File: config.mk
export PLATFORM = sky130hd
export DESIGN_NAME = ef_uart_wb_seq_flat
export DESIGN_NICKNAME = d
export VERILOG_FILES = /design/src/rtl/ef_uart_wb_seq_if.sv /design/src/rtl/ef_uart_wb_seq.sv /design/src/flat_wrapper.sv
export SDC_FILE = /design/constraint.sdc
export NUM_CORES = 1
export LEC_CHECK = 0
export ABC_CLOCK_PERIOD_IN_PS = 4600
export CAP_MARGIN = 15
export CORE_ASPECT_RATIO = 0.7
export CORE_MARGIN = 3
export CORE_UTILIZATION = 43
export CTS_CLUSTER_SIZE = 8
export DETAILED_ROUTE_END_ITERATION = 6
export PLACE_DENSITY = 0.86
export SYNTH_ARGS = -nofsm -noshare
export SYNTH_HDL_FRONTEND = slang
export SYNTH_SLANG_ARGS = --single-unit
File: constraint.sdc
create_clock -name clk_i -period 4.6 [get_ports clk_i]
set_clock_uncertainty 0.2 [all_clocks]
set_input_delay 0.92 -clock clk_i [delete_from_list [all_inputs] [get_ports clk_i]]
set_output_delay 0.92 -clock clk_i [all_outputs]
set_load 0.01 [all_outputs]
File: src/rtl/ef_uart_wb_seq_if.sv
// Wishbone classic bus between the UART sequencer (master) and the EF_UART_wb slave port.
interface ef_uart_wb_seq_if;
  logic [31:0] adr_o;
  logic [31:0] dat_o;
  logic [31:0] dat_i;
  logic [3:0]  sel_o;
  logic        cyc_o;
  logic        stb_o;
  logic        we_o;
  logic        ack_i;

  modport master (
    output adr_o, dat_o, sel_o, cyc_o, stb_o, we_o,
    input  dat_i, ack_i
  );

  modport slave (
    input  adr_o, dat_o, sel_o, cyc_o, stb_o, we_o,
    output dat_i, ack_i
  );
endinterface

File: src/rtl/ef_uart_wb_seq.sv
// Wishbone master that initialises one EF_UART_wb and then shuttles bytes between
// valid/ready TX/RX streams and the UART data registers by polling STATUS.
module ef_uart_wb_seq #(
  parameter logic [31:0] PRESCALE      = 32'd2,
  parameter logic [31:0] CTRL_EN       = 32'd7,
  parameter logic [31:0] PRESCALE_ADDR = 32'h0000_0008,
  parameter logic [31:0] CONTROL_ADDR  = 32'h0000_000C,
  parameter logic [31:0] ICR_ADDR      = 32'h0000_001C,
  parameter logic [31:0] TXDATA_ADDR   = 32'h0000_0004,
  parameter logic [31:0] RXDATA_ADDR   = 32'h0000_0000,
  parameter logic [31:0] STATUS_ADDR   = 32'h0000_0014,
  parameter int          TXFULL_BIT    = 0,
  parameter int          RXEMPTY_BIT   = 1,
  parameter int          TIMEOUT       = 64
) (
  input  logic                  clk_i,
  input  logic                  rst_i,
  input  logic                  start,
  output logic                  ready,
  output logic                  err,
  input  logic [7:0]            tx_data,
  input  logic                  tx_valid,
  output logic                  tx_ready,
  output logic [7:0]            rx_data,
  output logic                  rx_valid,
  input  logic                  rx_ready,
  ef_uart_wb_seq_if.master      wb
);

  localparam int CNT_W = (TIMEOUT > 1) ? $clog2(TIMEOUT) : 1;
  localparam logic [CNT_W-1:0] CNT_LAST = CNT_W'(TIMEOUT - 1);

  typedef enum logic [3:0] {
    S_IDLE, S_INIT0, S_INIT1, S_INIT2, S_INIT3,
    S_POLL, S_DECIDE, S_RDRX, S_WRTX, S_ERR
  } state_e;

  state_e           state_q, state_d;
  logic             cyc_q, cyc_d;
  logic             we_q, we_d;
  logic [31:0]      adr_q, adr_d;
  logic [31:0]      dat_q, dat_d;
  logic [CNT_W-1:0] cnt_q, cnt_d;
  logic             ready_q, ready_d;
  logic             err_q, err_d;
  logic [7:0]       rx_data_q, rx_data_d;
  logic             rx_valid_q, rx_valid_d;
  logic [31:0]      status_q, status_d;
  logic [7:0]       tx_byte_q, tx_byte_d;

  // Per-state bus request; the shared block below turns it into a WB cycle.
  logic             bus_req;
  logic             bus_done;
  logic             req_we;
  logic [31:0]      req_adr;
  logic [31:0]      req_dat;
  state_e           next_after;

  logic             st_rx_empty;
  logic             st_tx_full;

  assign st_rx_empty = |(status_q & (32'd1 << RXEMPTY_BIT));
  assign st_tx_full  = |(status_q & (32'd1 << TXFULL_BIT));

  // NOTE: every signal driven here gets a default first, so no path can infer a latch.
  always_comb begin
    state_d    = state_q;
    cyc_d      = cyc_q;
    we_d       = we_q;
    adr_d      = adr_q;
    dat_d      = dat_q;
    cnt_d      = cnt_q;
    ready_d    = ready_q;
    err_d      = err_q;
    rx_data_d  = rx_data_q;
    rx_valid_d = rx_valid_q;
    status_d   = status_q;
    tx_byte_d  = tx_byte_q;
    bus_req    = 1'b0;
    bus_done   = 1'b0;
    req_we     = 1'b0;
    req_adr    = '0;
    req_dat    = '0;
    next_after = S_IDLE;

    if (rx_valid_q && rx_ready) rx_valid_d = 1'b0;

    unique case (state_q)
      S_IDLE, S_ERR: begin
        if (start) begin
          state_d = S_INIT0;
          err_d   = 1'b0;
          ready_d = 1'b0;
        end
      end
      S_INIT0: begin
        bus_req = 1'b1; req_we = 1'b1; req_adr = PRESCALE_ADDR; req_dat = PRESCALE;
        next_after = S_INIT1;
      end
      S_INIT1: begin
        bus_req = 1'b1; req_we = 1'b1; req_adr = CONTROL_ADDR; req_dat = '0;
        next_after = S_INIT2;
      end
      S_INIT2: begin
        bus_req = 1'b1; req_we = 1'b1; req_adr = ICR_ADDR; req_dat = 32'hFF;
        next_after = S_INIT3;
      end
      S_INIT3: begin
        bus_req = 1'b1; req_we = 1'b1; req_adr = CONTROL_ADDR; req_dat = CTRL_EN;
        next_after = S_POLL;
      end
      S_POLL: begin
        bus_req = 1'b1; req_adr = STATUS_ADDR;
        next_after = S_DECIDE;
      end
      S_DECIDE: begin
        // RX has priority, but only when the consumer slot is free.
        if (!st_rx_empty && !rx_valid_q) begin
          state_d = S_RDRX;
        end else if (tx_valid && !st_tx_full) begin
          state_d   = S_WRTX;
          tx_byte_d = tx_data;
        end else begin
          state_d = S_POLL;
        end
      end
      S_RDRX: begin
        bus_req = 1'b1; req_adr = RXDATA_ADDR;
        next_after = S_POLL;
      end
      S_WRTX: begin
        bus_req = 1'b1; req_we = 1'b1; req_adr = TXDATA_ADDR; req_dat = {24'h0, tx_byte_q};
        next_after = S_POLL;
      end
      default: state_d = S_IDLE;
    endcase

    // Issuing only from cyc_q=0 guarantees one idle cycle between transactions.
    if (bus_req) begin
      if (!cyc_q) begin
        cyc_d = 1'b1;
        we_d  = req_we;
        adr_d = req_adr;
        dat_d = req_dat;
        cnt_d = '0;
      end else if (wb.ack_i) begin
        cyc_d    = 1'b0;
        state_d  = next_after;
        bus_done = 1'b1;
      end else if (cnt_q == CNT_LAST) begin
        cyc_d   = 1'b0;
        err_d   = 1'b1;
        ready_d = 1'b0;
        state_d = S_ERR;
      end else begin
        cnt_d = cnt_q + 1'b1;
      end
    end

    if (bus_done) begin
      unique case (state_q)
        S_INIT3: ready_d = 1'b1;
        S_POLL:  status_d = wb.dat_i;
        S_RDRX: begin
          rx_data_d  = wb.dat_i[7:0];
          rx_valid_d = 1'b1;
        end
        default: ;
      endcase
    end
  end

  // NOTE: state registers use non-blocking assignments only, so every flop samples pre-edge values.
  always_ff @(posedge clk_i) begin
    if (rst_i) begin
      state_q    <= S_IDLE;
      cyc_q      <= 1'b0;
      we_q       <= 1'b0;
      adr_q      <= '0;
      dat_q      <= '0;
      cnt_q      <= '0;
      ready_q    <= 1'b0;
      err_q      <= 1'b0;
      rx_data_q  <= 8'h00;
      rx_valid_q <= 1'b0;
      status_q   <= '0;
      tx_byte_q  <= 8'h00;
    end else begin
      state_q    <= state_d;
      cyc_q      <= cyc_d;
      we_q       <= we_d;
      adr_q      <= adr_d;
      dat_q      <= dat_d;
      cnt_q      <= cnt_d;
      ready_q    <= ready_d;
      err_q      <= err_d;
      rx_data_q  <= rx_data_d;
      rx_valid_q <= rx_valid_d;
      status_q   <= status_d;
      tx_byte_q  <= tx_byte_d;
    end
  end

  assign wb.cyc_o = cyc_q;
  assign wb.stb_o = cyc_q;
  assign wb.we_o  = we_q;
  assign wb.adr_o = adr_q;
  assign wb.dat_o = dat_q;
  assign wb.sel_o = {4{cyc_q}};

  assign ready    = ready_q;
  assign err      = err_q;
  assign rx_data  = rx_data_q;
  assign rx_valid = rx_valid_q;
  assign tx_ready = (state_q == S_WRTX) && cyc_q && wb.ack_i;

endmodule
File: src/flat_wrapper.sv
// flat-port wrapper written by rule: the top's interface ports become plain ports
module ef_uart_wb_seq_flat 
#(
  parameter logic [31:0] PRESCALE      = 32'd2,
  parameter logic [31:0] CTRL_EN       = 32'd7,
  parameter logic [31:0] PRESCALE_ADDR = 32'h0000_0008,
  parameter logic [31:0] CONTROL_ADDR  = 32'h0000_000C,
  parameter logic [31:0] ICR_ADDR      = 32'h0000_001C,
  parameter logic [31:0] TXDATA_ADDR   = 32'h0000_0004,
  parameter logic [31:0] RXDATA_ADDR   = 32'h0000_0000,
  parameter logic [31:0] STATUS_ADDR   = 32'h0000_0014,
  parameter int          TXFULL_BIT    = 0,
  parameter int          RXEMPTY_BIT   = 1,
  parameter int          TIMEOUT       = 64
)
  (clk_i, rst_i, start, ready, err, tx_data, tx_valid, tx_ready, rx_data, rx_valid, rx_ready, wb_adr_o, wb_dat_o, wb_sel_o, wb_cyc_o, wb_stb_o, wb_we_o, wb_dat_i, wb_ack_i);
  ef_uart_wb_seq_if wb_i ();
  input  logic clk_i;
  input  logic rst_i;
  input  logic start;
  output logic ready;
  output logic err;
  input  logic [7:0] tx_data;
  input  logic tx_valid;
  output logic tx_ready;
  output logic [7:0] rx_data;
  output logic rx_valid;
  input  logic rx_ready;
  output wire logic [$bits(wb_i.adr_o)-1:0] wb_adr_o;
  output wire logic [$bits(wb_i.dat_o)-1:0] wb_dat_o;
  output wire logic [$bits(wb_i.sel_o)-1:0] wb_sel_o;
  output wire logic [$bits(wb_i.cyc_o)-1:0] wb_cyc_o;
  output wire logic [$bits(wb_i.stb_o)-1:0] wb_stb_o;
  output wire logic [$bits(wb_i.we_o)-1:0] wb_we_o;
  input wire logic [$bits(wb_i.dat_i)-1:0] wb_dat_i;
  input wire logic [$bits(wb_i.ack_i)-1:0] wb_ack_i;
  assign wb_adr_o = wb_i.adr_o;
  assign wb_dat_o = wb_i.dat_o;
  assign wb_sel_o = wb_i.sel_o;
  assign wb_cyc_o = wb_i.cyc_o;
  assign wb_stb_o = wb_i.stb_o;
  assign wb_we_o = wb_i.we_o;
  assign wb_i.dat_i = wb_dat_i;
  assign wb_i.ack_i = wb_ack_i;
  ef_uart_wb_seq #(.PRESCALE(PRESCALE), .CTRL_EN(CTRL_EN), .PRESCALE_ADDR(PRESCALE_ADDR), .CONTROL_ADDR(CONTROL_ADDR), .ICR_ADDR(ICR_ADDR), .TXDATA_ADDR(TXDATA_ADDR), .RXDATA_ADDR(RXDATA_ADDR), .STATUS_ADDR(STATUS_ADDR), .TXFULL_BIT(TXFULL_BIT), .RXEMPTY_BIT(RXEMPTY_BIT), .TIMEOUT(TIMEOUT)) u_core (.clk_i(clk_i), .rst_i(rst_i), .start(start), .ready(ready), .err(err), .tx_data(tx_data), .tx_valid(tx_valid), .tx_ready(tx_ready), .rx_data(rx_data), .rx_valid(rx_valid), .rx_ready(rx_ready), .wb(wb_i));
endmodule
==> results.md, run 1 <==
- Global-route wire length before repair: 8380 µm
- Final routed wirelength across all metal layers: 5400 µm
- Drt first-iter violations: 120
- Post-synthesis instance total: 297
- Most instantiated cells after synthesis: 58 x sky130_fd_sc_hd__buf_4, 44 x sky130_fd_sc_hd__dfxtp_1, 39 x sky130_fd_sc_hd__nor2_1, 18 x sky130_fd_sc_hd__mux2i_1, 17 x sky130_fd_sc_hd__a21oi_1
- Yosys cell types: 49
- Synthesized area per cell: 8.34 µm²
- Area of the core: 5400 µm²
- ANT cells: 0
- CTS sink count: 44
- Die outline area: 6720 µm²
- Post-CTS setup buffers: 0
- Number of synthesized register bits: 44
- Run status: finished clean
- Tightest slew margin relative to the limit: 40.7%
- Number of gates resized after CTS: 0
- Fraction of layout instances using a drive strength above 1: 5.67%
- Number of vias per cell: 5.02
- Most area-hungry cell type in the Yosys netlist: sky130_fd_sc_hd__dfxtp_1
- Number of design rule violations left after detail routing: 0
- Number of H-tree levels: 2
- Min-Delay Startpoint: u_core.err
- Power Dens Cells: 306 nW/µm²
- Final weighted congestion in routability-driven placement: 0.849
- Critical Path AT: 2.49 ns
- Synth top area share: 35.6%
- Type of the tightest min-delay check: reg2reg
- Starting Density: 45.9%
- Final setup slack of the worst path: 0.986 ns
- Global-route usage over all layers: 14.7%
- Max Clk Rate: 277 MHz
- Height of the die: 69.5 µm
- Wire per inst: 13.3 µm
- Top flip-flop cell by instance count after synthesis: sky130_fd_sc_hd__dfxtp_1
- First-pass iteration count of the detailed router: 4
- Number of enable-type register cells in the synthesized netlist: 0
- Max clock buf depth: 2
- Max Transition Viols Final: 0
- Maximum number of pins on one net before global-route repair: 25
- Horiz. Die Dim: 96.7 µm
- Worst-Margin Slew: 0.887 ns
- Detailed Place HPWL: 3940 µm
- Max_cap viols: 0
- Worst ir drop on vdd: 0.149 mV
- Clock period minus worst slack: 3.61 ns
- Worst r2r src: u_core.state_q[3]
- Final setup fails: 0
- Total clock buffers created by CTS: 5
- Share of the synthesized netlist area taken by xor and xnor gates: 1.06%
- Buffer cell driving the clock tree root: sky130_fd_sc_hd__clkbuf_8
- Required time at the worst-slack endpoint: 3.48 ns
- Period utilisation layout: 78.6%
- Hold-fix buffers at CTS: 0
- Fraction of the mapped netlist area in compound gates: 16.5%
- Mux share of post-synthesis cell area: 7.27%
- Via count of the first global-routing pass: 1,843
- R2R Setup Slk: 1.86 ns
- Synth area leaders: sky130_fd_sc_hd__dfxtp_1 36%, sky130_fd_sc_hd__buf_4 18%, sky130_fd_sc_hd__mux2i_1 7.3%, sky130_fd_sc_hd__nor2_1 5.9%, sky130_fd_sc_hd__a21oi_1 3.4%
- Post-placement worst setup slack: 1.01 ns
- Io pins: 129
- TritonCTS clock tree: done
- Number of failing hold endpoints at the final stage: 0
- Number of antenna violations at the first check in global routing: 0
- Port-buffer cells: 51
- Crit Path Category: in2out
- Number of warnings issued by yosys: 0
- Maximum fanout encountered on the critical timing path: 8
- Sequential area share after synthesis: 35.6%
- Adder and majority cell fraction of the synthesized area: 0.505%
- Area share of and/or/nand/nor cells after synthesis: 17.4%
- Library cell with the highest instance count after synthesis: sky130_fd_sc_hd__buf_4
- Cells on worst reg2reg path: 5
- Type of element capturing the critical path: output port
- Worst hold-check slack: 0.273 ns
- Total gr overflow: 0
- Setup repair after global routing missed its margin: no
- Area growth syn-to-layout: 17.1%
- Post-route setup TNS: 0 ns
- Hold Path End: u_core.err
- Leakage dissipation: 1.06 nW
- Register clock-pin slew on the reported worst setup and hold paths: 0.09 ns
- Number of rows in the core area: 22
- Via total after detailed routing: 2,043
- Worst r2r dst: u_core.cnt_q[3]
- Area of the mapped netlist: 2480 µm²
- Count of cells along the worst hold path: 2
- Count of nets left with antenna violations after detail routing: 0
- Combinational family with the most area after synthesis: buffers and inverters
- Share of flip-flops with an asynchronous set or reset: 0%
- Final net count: 381
- Clock latency reported for the late side of the worst-skew pair: 0.30 ns
- Sort of element at the start of the critical path: input pin
-- cell usage in the layout, fill, tap and decap left out, types with 4 or more instances in the layout --
| cell type | instances |
|---|---|
| sky130_fd_sc_hd__clkbuf_8 | 5 |
| sky130_fd_sc_hd__a21oi_1 | 17 |
| sky130_fd_sc_hd__nor2_1 | 39 |
| sky130_fd_sc_hd__clkdlybuf4s50_1 | 51 |
| sky130_fd_sc_hd__nor3_1 | 11 |
| sky130_fd_sc_hd__nor2b_1 | 4 |
| sky130_fd_sc_hd__inv_1 | 5 |
| sky130_fd_sc_hd__a211oi_1 | 11 |
| sky130_fd_sc_hd__mux2i_1 | 18 |
| sky130_fd_sc_hd__dfxtp_1 | 44 |
| sky130_fd_sc_hd__nand3_1 | 4 |
| sky130_fd_sc_hd__conb_1 | 53 |
| sky130_fd_sc_hd__o21ai_0 | 12 |
| sky130_fd_sc_hd__a31oi_1 | 5 |
| sky130_fd_sc_hd__buf_4 | 4 |
| sky130_fd_sc_hd__nand2_1 | 8 |
-- worst max-delay path: stages --
cell and delay (ns):
sky130_fd_sc_hd__clkdlybuf4s50_1 0.60, sky130_fd_sc_hd__nand2_1 0.23, sky130_fd_sc_hd__nor2_1 0.18, sky130_fd_sc_hd__clkdlybuf4s50_1 0.55
-- how the worst max path moves through the flow --
stage / startpoint / endpoint / slack [ns] / cells past startpoint
after floorplan: wb_ack_i / tx_ready / 2.01 / 3
after global placement: wb_ack_i / tx_ready / 0.97 / 4
after detailed placement: wb_ack_i / tx_ready / 1.01 / 4
after CTS: wb_ack_i / tx_ready / 1.00 / 4
after global routing: wb_ack_i / tx_ready / 0.94 / 4
final: wb_ack_i / tx_ready / 0.99 / 4
-- sequential cells by signal (all words and copies together), names as in the netlist --
signal            cells
u_core.cnt_q          6
u_core.err            1
u_core.ready          1
u_core.rx_data        8
u_core.rx_valid       1
u_core.state_q        4
u_core.status_q       2
u_core.tx_byte_q      8
u_core.wb.adr_o       3
u_core.wb.cyc_o       1
u_core.wb.dat_o       8
u_core.wb.we_o        1
-- through the flow --
stage / area [µm²] / utilization (%) / power (mW) / cells
floorplan: 2670 / - / 0.559 / 349
global placement: 2780 / 51.5 / 0.586 / 398
detailed placement: 2780 / 51.5 / 0.591 / 398
CTS: 2890 / 53.6 / 0.895 / 406
global route: 2900 / 53.8 / 0.933 / 407
finish: 2900 / 53.8 / 0.889 / 407
-- power breakdown --
part | total [mW] | leakage (nW) | internal (mW) | switching [mW]
sequential | 0.421 | 0.357 | 0.397 | 0.0234
combinational | 0.165 | 0.651 | 0.0768 | 0.0884
clock | 0.304 | 0.0548 | 0.164 | 0.140
total | 0.889 | 1.06 | 0.638 | 0.252
-- area by class of cell --
class | count | area (µm²)
Fill cell | 518 | 2490
Tap cell | 72 | 90.1
Multi-Input combinational cell | 223 | 1260
Clock buffer | 5 | 68.8
Inverter | 5 | 18.8
Clock inverter | 3 | 46.3
Sequential cell | 44 | 881
Timing Repair Buffer | 55 | 541
-- kinds of logic (layout without fill, tap and decap cells) --
family          count (synthesis)  after routing
compound gates                 62             62
flops                          44             44
fa+ha+maj                       1              1
buf+inv                        82             68
simple gates                   86             86
other cells                     1             53
mux                            18             18
xor+xnor                        3              3
-- routing by layer --
layer / part of all wire, % / vias to the layer above / track usage (%)
met2: 46 / 86 / 23.6
li1: - / 999 / -
met4: 0.65 / 0 / 3.74
met3: 8.5 / 4 / 5.53
met5: 0 / - / 0
met1: 45 / 954 / 18.7
(Power assumes the default switching activity.)
==> run 2: changes to the inputs <==
- ABC_CLOCK_PERIOD_IN_PS: 4600 -> 3000
- CORE_UTILIZATION: 43 -> 36
- PLACE_DENSITY: 0.86 -> 0.77
- clock period: 4.6 -> 3 ns (I/O delays scaled with it)
==> run 2 against run 1 <==
Compared with the run above:
- sequential cell count did not move
- power grew 44%
- clock-buffer cell count unchanged
- worst hold slack better by 0.0034 ns
- via count rose by 0.54%
- final area increased by 2.0%
- sequential power is 48% higher
- global-route usage fell by 0.94 points
- setup slack worse by 0.69 ns
- critical endpoint unchanged
- largest power group unchanged
- highest routed layer unchanged
==> results.md, run 2 (same netlist as run 1, synthesis figures left out) <==
- Leakage dissipation: 1.09 nW
- Crit Path Category: reg2out
- Number of vias per cell: 4.73
- Worst r2r src: u_core.state_q[2]
- Cells on worst reg2reg path: 5
- Switching power summed over all nets: 0.388 mW
- Fraction of layout instances using a drive strength above 1: 7.87%
- TritonCTS clock tree: done
- Maximum fanout encountered on the critical timing path: 5
- CTS sink count: 44
- Starting Density: 38.4%
- R2R Setup Slk: 0.70 ns
- Most common cell after layout, fill and taps aside: sky130_fd_sc_hd__conb_1
- Max stage delay cell, worst path: sky130_fd_sc_hd__or4b_4
- Number of failing hold endpoints at the final stage: 0
- Hold-fix buffers at CTS: 0
- Required time at the worst-slack endpoint: 2.20 ns
- Number of design rule violations left after detail routing: 0
- Total gr overflow: 0
- Proportion of total power due to net switching: 30.3%
- Number of rows in the core area: 24
- Period utilisation layout: 90.2%
- Register clock-pin slew on the reported worst setup and hold paths: 0.09 ns
- Max_cap viols: 0
- Max Clk Rate: 369 MHz
- Type of the tightest min-delay check: reg2reg
- ANT cells: 0
- Cells along the critical path: or4b_4 -> nor2_1 -> clkdlybuf4s50_1
- Commonest cells after routing, fill and taps aside: 53 x sky130_fd_sc_hd__conb_1, 51 x sky130_fd_sc_hd__clkdlybuf4s50_1, 44 x sky130_fd_sc_hd__dfxtp_1
- Global-route usage over all layers: 13.8%
- Worst r2r dst: u_core.cnt_q[3]
- Port-buffer cells: 51
- Final net count: 390
- Via total after detailed routing: 2,054
- Drt first-iter violations: 138
- Hold Path End: u_core.err
- Critical Path AT: 1.91 ns
- Max Transition Viols Final: 0
- Count of nets left with antenna violations after detail routing: 0
- Clock latency reported for the late side of the worst-skew pair: 0.30 ns
- Post-route setup TNS: 0 ns
- Area occupied by registers: 881 µm²
- Global-route wire length before repair: 8790 µm
- First-pass iteration count of the detailed router: 4
- Combinational group share of total power: 22.3%
- Number of gates resized after CTS: 0
- Area growth syn-to-layout: 19.4%
- Area of the core: 6460 µm²
- Worst ir drop on vdd: 0.231 mV
- Dominant delay contributor by cell family on the critical path: simple AND/OR/NAND/NOR gates
- Clock network fraction of design power: 29.0%
- Power Total: 1.28 mW
- Worst-Margin Slew: 0.730 ns
- Setup repair after global routing missed its margin: no
- Critical path buffers and inverters: 1
- Tightest slew margin relative to the limit: 51.2%
- Fill count: 647
- Max clock buf depth: 2
- Final setup fails: 0
- Power Dens Cells: 433 nW/µm²
- Via count of the first global-routing pass: 1,904
- Io pins: 129
- Number of H-tree levels: 2
- Run status: finished clean
- Total clock buffers created by CTS: 5
- Launch point of the critical path: u_core.state_q[2]
- Clock period minus worst slack: 2.71 ns
- Reg power frac: 48.7%
- Final routed wirelength across all metal layers: 5600 µm
- Post-CTS setup buffers: 0
- Cell Int Power: 0.894 mW
- WP depth: 3
- Number of antenna violations at the first check in global routing: 0
- Type of element capturing the critical path: output port
- Horiz. Die Dim: 105 µm
- Maximum number of pins on one net before global-route repair: 24
- Count of cells along the worst hold path: 2
- Multi-input logic area: 1260 µm²
- Detailed Place HPWL: 4150 µm
- Height of the die: 75.4 µm
- Buffer cell driving the clock tree root: sky130_fd_sc_hd__clkbuf_8
- Die outline area: 7930 µm²
- Wire per inst: 12.9 µm
- Final weighted congestion in routability-driven placement: 0.798
- Sort of element at the start of the critical path: flip-flop
- Delay of the slowest critical-path stage: 0.59 ns
- Min-Delay Startpoint: u_core.err
[run 2: cell count changes in the layout (fill, tap and decap cells not counted)]
cell                        previous run  this run
sky130_fd_sc_hd__buf_4                 4        13
sky130_fd_sc_hd__clkinv_2              0         1
sky130_fd_sc_hd__bufinv_16             1         0
sky130_fd_sc_hd__inv_6                 1         0
[run 2: area by class of cell]
type	instances	share of cell area [%]
multi-input combinational	223	42.5
clock buffer	5	2.33
tap	91	3.85
inverter	5	0.634
clock inverter	2	0.423
timing repair buffer	64	20.5
sequential	44	29.8
[run 2: through the flow]
step	instance area [µm²]	utilization, %	setup slack (ns)	std cells	hold slack, ns
6_report	2960	45.8	0.293	434	0.276
5_1_grt	2960	45.8	0.223	434	0.325
4_1_cts	2960	45.8	0.272	434	0.277
3_5_place_dp	2880	44.6	0.367	427	0.257
3_3_place_gp	2880	44.6	0.364	427	0.245
2_1_floorplan	2670	-	0.668	349	0.261
[run 2: tightest hold or removal path, cell delays in order (launching register included)]
cell and delay [ns]:
sky130_fd_sc_hd__dfxtp_1 0.34, sky130_fd_sc_hd__nand2_1 0.05, sky130_fd_sc_hd__o21ai_0 0.06
[run 2: how the worst max path moves through the flow]
stage                                 end
final                            tx_ready
after global routing             tx_ready
after CTS                        tx_ready
after detailed placement         tx_ready
after global placement           tx_ready
after floorplan           u_core.cnt_q[3]
[run 2: per-layer routing]
| metal | wire (µm) | track usage [%] | up-vias | share of wire (%) |
|---|---|---|---|---|
| met5 | 0 | 0 | - | 0 |
| met4 | 57 | 4.51 | 0 | 1.0 |
| met3 | 611 | 5.93 | 10 | 11 |
| met2 | 2420 | 21.4 | 90 | 43 |
| met1 | 2510 | 17.5 | 945 | 45 |
| li1 | - | - | 1009 | - |
[run 2: power by group through the flow]
stage	clock [mW]	combinational, mW	sequential, mW
CTS	0.375	0.286	0.623
global route	0.399	0.315	0.626
detailed placement	0	0.285	0.636
floorplan	0	0.210	0.648
global placement	0	0.279	0.636
finish	0.372	0.286	0.623
